### config.mk
export PLATFORM = sky130hd
export DESIGN_NAME = imem_loader
export DESIGN_NICKNAME = d
export VERILOG_FILES = /design/src/rtl/loader_pkg.sv /design/src/rtl/imem_loader_word_assembler.sv /design/src/rtl/imem_loader.sv
export SDC_FILE = /design/constraint.sdc
export NUM_CORES = 1
export LEC_CHECK = 0
export BUFFER_PORTS_ARGS = -buffer_cell sky130_fd_sc_hd__buf_2
export CAP_MARGIN = 15
export CORE_MARGIN = 2
export CORE_UTILIZATION = 40
export CTS_CLUSTER_SIZE = 16
export DETAILED_ROUTE_END_ITERATION = 8
export PLACE_DENSITY = 0.63
export SYNTH_ARGS = -nofsm -noshare
export SYNTH_HDL_FRONTEND = slang
export SYNTH_SLANG_ARGS = --single-unit
### constraint.sdc
create_clock -name clk -period 3.1 [get_ports clk]
set_input_delay 0.465 -clock clk [delete_from_list [all_inputs] [get_ports clk]]
set_output_delay 0.465 -clock clk [all_outputs]
set_load 0.03 [all_outputs]
### src/rtl/loader_pkg.sv
// rtl/loader_pkg.sv - shared state encoding and constants for imem_loader
// Purpose: loader FSM state type and the default frame start marker.
// Ports: none (package).
package loader_pkg;

  typedef enum logic [2:0] {
    ST_IDLE,
    ST_CNT_HI,
    ST_CNT_LO,
    ST_DATA,
    ST_CSUM,
    ST_DONE,
    ST_ERR
  } state_t;

  localparam logic [7:0] SYNC_BYTE_DEFAULT = 8'hA5;

endpackage

### src/rtl/imem_loader_word_assembler.sv
// rtl/imem_loader_word_assembler.sv - 4-byte big-endian word assembler
// Purpose: shifts payload bytes into a 32-bit word and pulses word_valid for
//   one cycle after the 4th byte of each word.
// Ports:
//   clk        in   1   system clock, rising edge
//   rst        in   1   asynchronous, active-low reset
//   clear      in   1   restart byte indexing at the first byte of a word
//   in_valid   in   1   payload byte accepted this cycle
//   in_data    in   8   payload byte
//   word       out  32  assembled word (stable while word_valid is high)
//   word_valid out  1   one-cycle pulse, the cycle after the 4th byte
//   last_byte  out  1   the next accepted byte completes a word
module word_assembler (
  input  logic        clk,
  input  logic        rst,
  input  logic        clear,
  input  logic        in_valid,
  input  logic [7:0]  in_data,
  output logic [31:0] word,
  output logic        word_valid,
  output logic        last_byte
);

  logic [1:0] idx;

  assign last_byte = (idx == 2'd3);

  always_ff @(posedge clk or negedge rst) begin
    if (!rst) begin
      idx        <= 2'd0;
      word       <= 32'd0;
      word_valid <= 1'b0;
    end else begin
      word_valid <= 1'b0;
      if (clear) begin
        idx <= 2'd0;
      end else if (in_valid) begin
        // First byte ends up in the top lane: big-endian.
        word       <= {word[23:0], in_data};
        idx        <= idx + 2'd1;
        word_valid <= last_byte;
      end
    end
  end

endmodule

### src/rtl/imem_loader.sv
// rtl/imem_loader.sv - framed byte-stream loader for the CPU instruction memory
// Purpose: receives SYNC, CNT_HI, CNT_LO, N big-endian words, XOR checksum;
//   writes the words into imem and holds the core in reset while loading.
// Optional feature: LOADER_TIMEOUT_EN enables an inter-byte timeout that
//   rejects the frame after TIMEOUT_CYC idle cycles mid-frame.
// Ports:
//   clk       in   1       system clock, rising edge
//   rst       in   1       asynchronous, active-low reset
//   rx_valid  in   1       host byte valid
//   rx_data   in   8       host byte
//   rx_ready  out  1       byte accepted when rx_valid & rx_ready
//   im_we     out  1       imem write strobe, one pulse per word
//   im_addr   out  ADDR_W  imem word index
//   im_wdata  out  32      instruction word
//   cpu_rst   out  1       active-high hold-in-reset for the core
//   done      out  1       image loaded with a good checksum (level)
//   err       out  1       frame rejected (level)
module imem_loader
  import loader_pkg::*;
#(
  parameter int         ADDR_W      = 10,
  parameter logic [7:0] SYNC_BYTE   = SYNC_BYTE_DEFAULT,
  parameter int         TIMEOUT_CYC = 65535
) (
  input  logic              clk,
  input  logic              rst,
  input  logic              rx_valid,
  input  logic [7:0]        rx_data,
  output logic              rx_ready,
  output logic              im_we,
  output logic [ADDR_W-1:0] im_addr,
  output logic [31:0]       im_wdata,
  output logic              cpu_rst,
  output logic              done,
  output logic              err
);

  localparam logic [16:0] MAX_WORDS = 17'd1 << ADDR_W;

  state_t      state;
  logic [7:0]  cnt_hi;
  logic [16:0] words_left;
  logic [7:0]  csum;
  logic        accept;
  logic        is_sync;
  logic        waiting_sync;
  logic        asm_last;
  logic [16:0] count_n;

  // Refusing a byte during the write cycle keeps the next word from
  // overlapping the imem write in progress.
  assign rx_ready     = ~im_we;
  assign accept       = rx_valid & rx_ready;
  assign is_sync      = (rx_data == SYNC_BYTE);
  assign waiting_sync = (state == ST_IDLE) || (state == ST_DONE) || (state == ST_ERR);
  assign count_n      = {1'b0, cnt_hi, rx_data};

  word_assembler u_asm (
    .clk        (clk),
    .rst        (rst),
    .clear      (accept && waiting_sync && is_sync),
    .in_valid   (accept && (state == ST_DATA)),
    .in_data    (rx_data),
    .word       (im_wdata),
    .word_valid (im_we),
    .last_byte  (asm_last)
  );

`ifdef LOADER_TIMEOUT_EN
  logic [31:0] idle_cnt;
`endif

  always_ff @(posedge clk or negedge rst) begin
    if (!rst) begin
      state      <= ST_IDLE;
      cnt_hi     <= 8'd0;
      words_left <= 17'd0;
      csum       <= 8'd0;
      im_addr    <= '0;
      cpu_rst    <= 1'b0;
      done       <= 1'b0;
      err        <= 1'b0;
`ifdef LOADER_TIMEOUT_EN
      idle_cnt   <= 32'd0;
`endif
    end else begin
      if (im_we) im_addr <= im_addr + 1'b1;

      if (accept) begin
        case (state)
          ST_IDLE, ST_DONE, ST_ERR: begin
            if (is_sync) begin
              state   <= ST_CNT_HI;
              cpu_rst <= 1'b1;
              done    <= 1'b0;
              err     <= 1'b0;
              csum    <= 8'd0;
              im_addr <= '0;
            end
          end
          ST_CNT_HI: begin
            cnt_hi <= rx_data;
            csum   <= csum ^ rx_data;
            state  <= ST_CNT_LO;
          end
          ST_CNT_LO: begin
            csum       <= csum ^ rx_data;
            words_left <= count_n;
            if (count_n > MAX_WORDS) begin
              err   <= 1'b1;
              state <= ST_ERR;
            end else if (count_n == 17'd0) begin
              state <= ST_CSUM;
            end else begin
              state <= ST_DATA;
            end
          end
          ST_DATA: begin
            csum <= csum ^ rx_data;
            if (asm_last) begin
              words_left <= words_left - 17'd1;
              if (words_left == 17'd1) state <= ST_CSUM;
            end
          end
          ST_CSUM: begin
            if (rx_data == csum) begin
              done    <= 1'b1;
              cpu_rst <= 1'b0;
              state   <= ST_DONE;
            end else begin
              err   <= 1'b1;
              state <= ST_ERR;
            end
          end
          default: state <= ST_IDLE;
        endcase
      end

`ifdef LOADER_TIMEOUT_EN
      if (accept || waiting_sync) begin
        idle_cnt <= 32'd0;
      end else if (idle_cnt == 32'(TIMEOUT_CYC - 1)) begin
        idle_cnt <= 32'd0;
        err      <= 1'b1;
        cpu_rst  <= 1'b1;
        state    <= ST_ERR;
      end else begin
        idle_cnt <= idle_cnt + 32'd1;
      end
`endif
    end
  end

endmodule
==> results.toml <==
[global_route]
top_usage_layer = "met2"
track_usage = 0.1698
grt_first_pass_wirelength_um = 15380
grt_pass1_vias = 3064
grtUsageMet3 = 0.03801
grt_max_degree = 85
grt_overflow = 0
grtUsageMet1 = 0.2447
antenna_found_initial = 0
grtUsageMet2 = 0.2605

[pwr]
power.density_nw_per_um2 = 1161
irDropWorstVdd_mv = 0.5491
p_leak_nw = 2.042

[finish]
nets = 461
multi_input_area_um2 = 1904
drive_gt1_frac = 0.2550
antennaDiodeCount = 0
final_cells = 587
syn2layout_area_growth_pct = 14.55
fillCellCount = 964
ff_latch_area_um2 = 2102

[sta]
finalSetupViolCount = 0
fin_tns_setup_ps = 0
rsz0062_at_grt = "no"
fmax_mhz = 424.6
finalCritPeriodShare = 0.7597
layout_min_cycle_time_ps = 2355
hold_viol_final = 0
skew_ps = 13.67
relSlewSlack = 0.4667
drv_slew = 0
worstMarginPinSlew_ps = 798.3

[setup_path]
cp-end-kind = "register"
crit_fanout = 12
cp-start-kind = "register"
r2r_slack_ps = 750
r2r-start = "state[0]$_DFFE_PN0P_"
ff2ff_path_depth = 5
worstPathArrival_ps = 2630
critPathRequiredTime_ps = 3370
path_class = "reg2reg"
rr_endpoint = "csum[3]$_DFFE_PN0P_"

[drt]
num_vias = 3204
vias_per_cell = 5.458
drc = 0
dr.pass1.iters = 4
drtIter0Drc = 184
wire_per_inst_um = 15.45
antenna_left = 0
wl_um = 9070

[synth]
synthArstFlopShare = 1.000
ys_seq_area_frac = 0.5021
synth_edf_count = 0
netlist_instances = 401
synth.ff_latch_count = 84
syn_nets = 416
synth_ff_type = "dfrtp_1"
avgSynthCellArea_um2 = 10.44
synth_cell_types = 58
synth-warning-count = 0
syn-cell-area_um2 = 4187

[floorplan]
dieArea_um2 = 11300
fp.dieH_um = 106.3
start_util = 0.4092
fp.coreArea_um2 = 10230
core.rowCount = 37
num_io_pins = 58
die_w_um = 106.3

[clock_network]
clock_path_buffers = 2
cts_setup_buffers = 0
cts_buffers = 9
clkTransAtPathRegs_ps = 90
clockRootBuffer = "clkbuf_8"
hold_buffers = 0
clock_latency_ps = 360
cts_max_level = 3
cts.repair.resized = 0
tritoncts = "yes"
numClockSinks = 84

[placed_design]
dp.cells = 570
gp_congestion = 0.8581
io_buffers = 57
dp_hpwl_um = 6157

[job]
drv_cap = 0

[worst_hold_path]
hp-class = "in2async"

[outcome]
status = "complete, no violations"
-- synthesized netlist by cell type, types with 2 or more instances --
cell       instances  area, µm²
dfrtp_1           84       2102
nor2_1            36      135.1
o21ai_0           36      180.2
nand2_1           29      108.9
mux2_2            27      304.0
a21oi_1           18      90.09
clkbuf_1          17      63.81
mux2_1            14      157.7
inv_1             12      45.04
nand3_1            9      45.04
xnor2_1            9      78.83
xor2_1             9      78.83
and3_1             7      43.79
nand4_1            7      43.79
nor3_1             7      35.03
buf_2              6      30.03
o2bb2ai_1          6      52.55
a22oi_1            4      30.03
ha_1               4      50.05
nor4_1             4      25.02
o21ai_1            4      20.02
clkbuf_8           3      41.29
o21a_1             3      22.52
o22ai_1            3      18.77
a211oi_1           2      15.01
a31oi_1            2      12.51
and2b_2            2      17.52
and4_1             2      17.52
mux2i_1            2      20.02
nand4b_1           2      17.52
nor4_2             2      25.02
o21ai_2            2      17.52
o31ai_1            2      15.01
-- cells by family (layout without fill, tap and decap cells) --
group                      count (synthesis)  after routing  share of synthesized area
muxes                                     43             43                     0.1151
xor gates and xnor gates                  18             18                    0.03766
and+or+nand+nor                          120            120                     0.1521
buffers and inverters                     38             88                    0.04304
DFF                                       84             84                     0.5021
adders and majority gates                  4              4                    0.01196
AOI/OAI and AO/OA                         94             94                     0.1381
-- state kept, by name, indices dropped and copies added, names as in the netlist --
signal,count
u_asm.idx,2
u_asm.word,32
err,1
csum,8
im_addr,10
state,3
cnt_hi,8
words_left,17
u_asm.word_valid,1
cpu_rst,1
done,1
-- worst max-delay path by stage --
stage	startpoint	endpoint	slack (ps)	depth (start not counted)
after global placement	state[1]$_DFFE_PN0P_	csum[3]$_DFFE_PN0P_	770	5
after detailed placement	rx_valid	words_left[3]$_DFFE_PN0P_	760	5
after global routing	u_asm.word_valid$_DFF_PN0_	words_left[6]$_DFFE_PN0P_	500	5
final	state[0]$_DFFE_PN0P_	csum[3]$_DFFE_PN0P_	750	5
after CTS	state[0]$_DFFE_PN0P_	csum[3]$_DFFE_PN0P_	750	5
after floorplan	u_asm.word_valid$_DFF_PN0_	u_asm.word[0]$_DFFE_PN0P_	1240	6
-- cells in the final DEF, fill, tap and decap left out, drive strengths merged, types with 2 or more instances in the layout --
cell type	instances
o21a	3
a21oi	18
mux2	41
and3	7
dfrtp	84
mux2i	2
nand2	29
o31ai	2
a211oi	2
and2b	2
a22oi	4
ha	4
nor4	7
a31oi	2
nor3b	2
xnor2	9
and4	3
xor2	9
bufinv	3
o2bb2ai	6
nand4b	2
nand3	9
inv	15
o22ai	3
nor2	36
buf	60
nand4	7
or4	2
clkbuf	9
o21ai	42
nor3	8
-- power by group --
part	internal, mW	switching [mW]
Clock	0.548	0.421
Sequential	1.63	0.511
Combinational	0.934	1.53
Total	3.11	2.46
-- area by class of cell --
type	instances	share of cell area
repair buffers	60	0.06731
clock buffers	9	0.02583
multi-input cells	279	0.3971
clock inverters	7	0.02661
well taps	136	0.03548
flip-flops and latches	84	0.4383
inverters	12	0.009392
-- metrics by stage --
step	instance area, µm²	setup WS, ps	util	power [mW]	hold slack [ps]
after global routing	4796	496.6	0.4688	5.971	99.27
final	4796	745.0	0.4688	5.569	70.14
after CTS	4776	747.6	0.4668	5.612	323.2
after detailed placement	4524	757.9	0.4422	4.623	475.5
after floorplan	4187	1241	-	3.959	169.4
after global placement	4524	767.2	0.4422	4.549	458.0
-- metal layers --
layer / wire, µm / share of wire
met5: 0 / 0
met1: 4310 / 0.48
met3: 421 / 0.046
met2: 4232 / 0.47
met4: 106 / 0.012
-- critical path, stage by stage, from the launching register on --
cell and delay [ps]:
dfrtp_1 500, o21bai_1 680, o21ai_1 270, o221ai_1 530, o21ai_0 180, o21ai_0 110
Note: power is estimated with default switching activity, not from simulation.
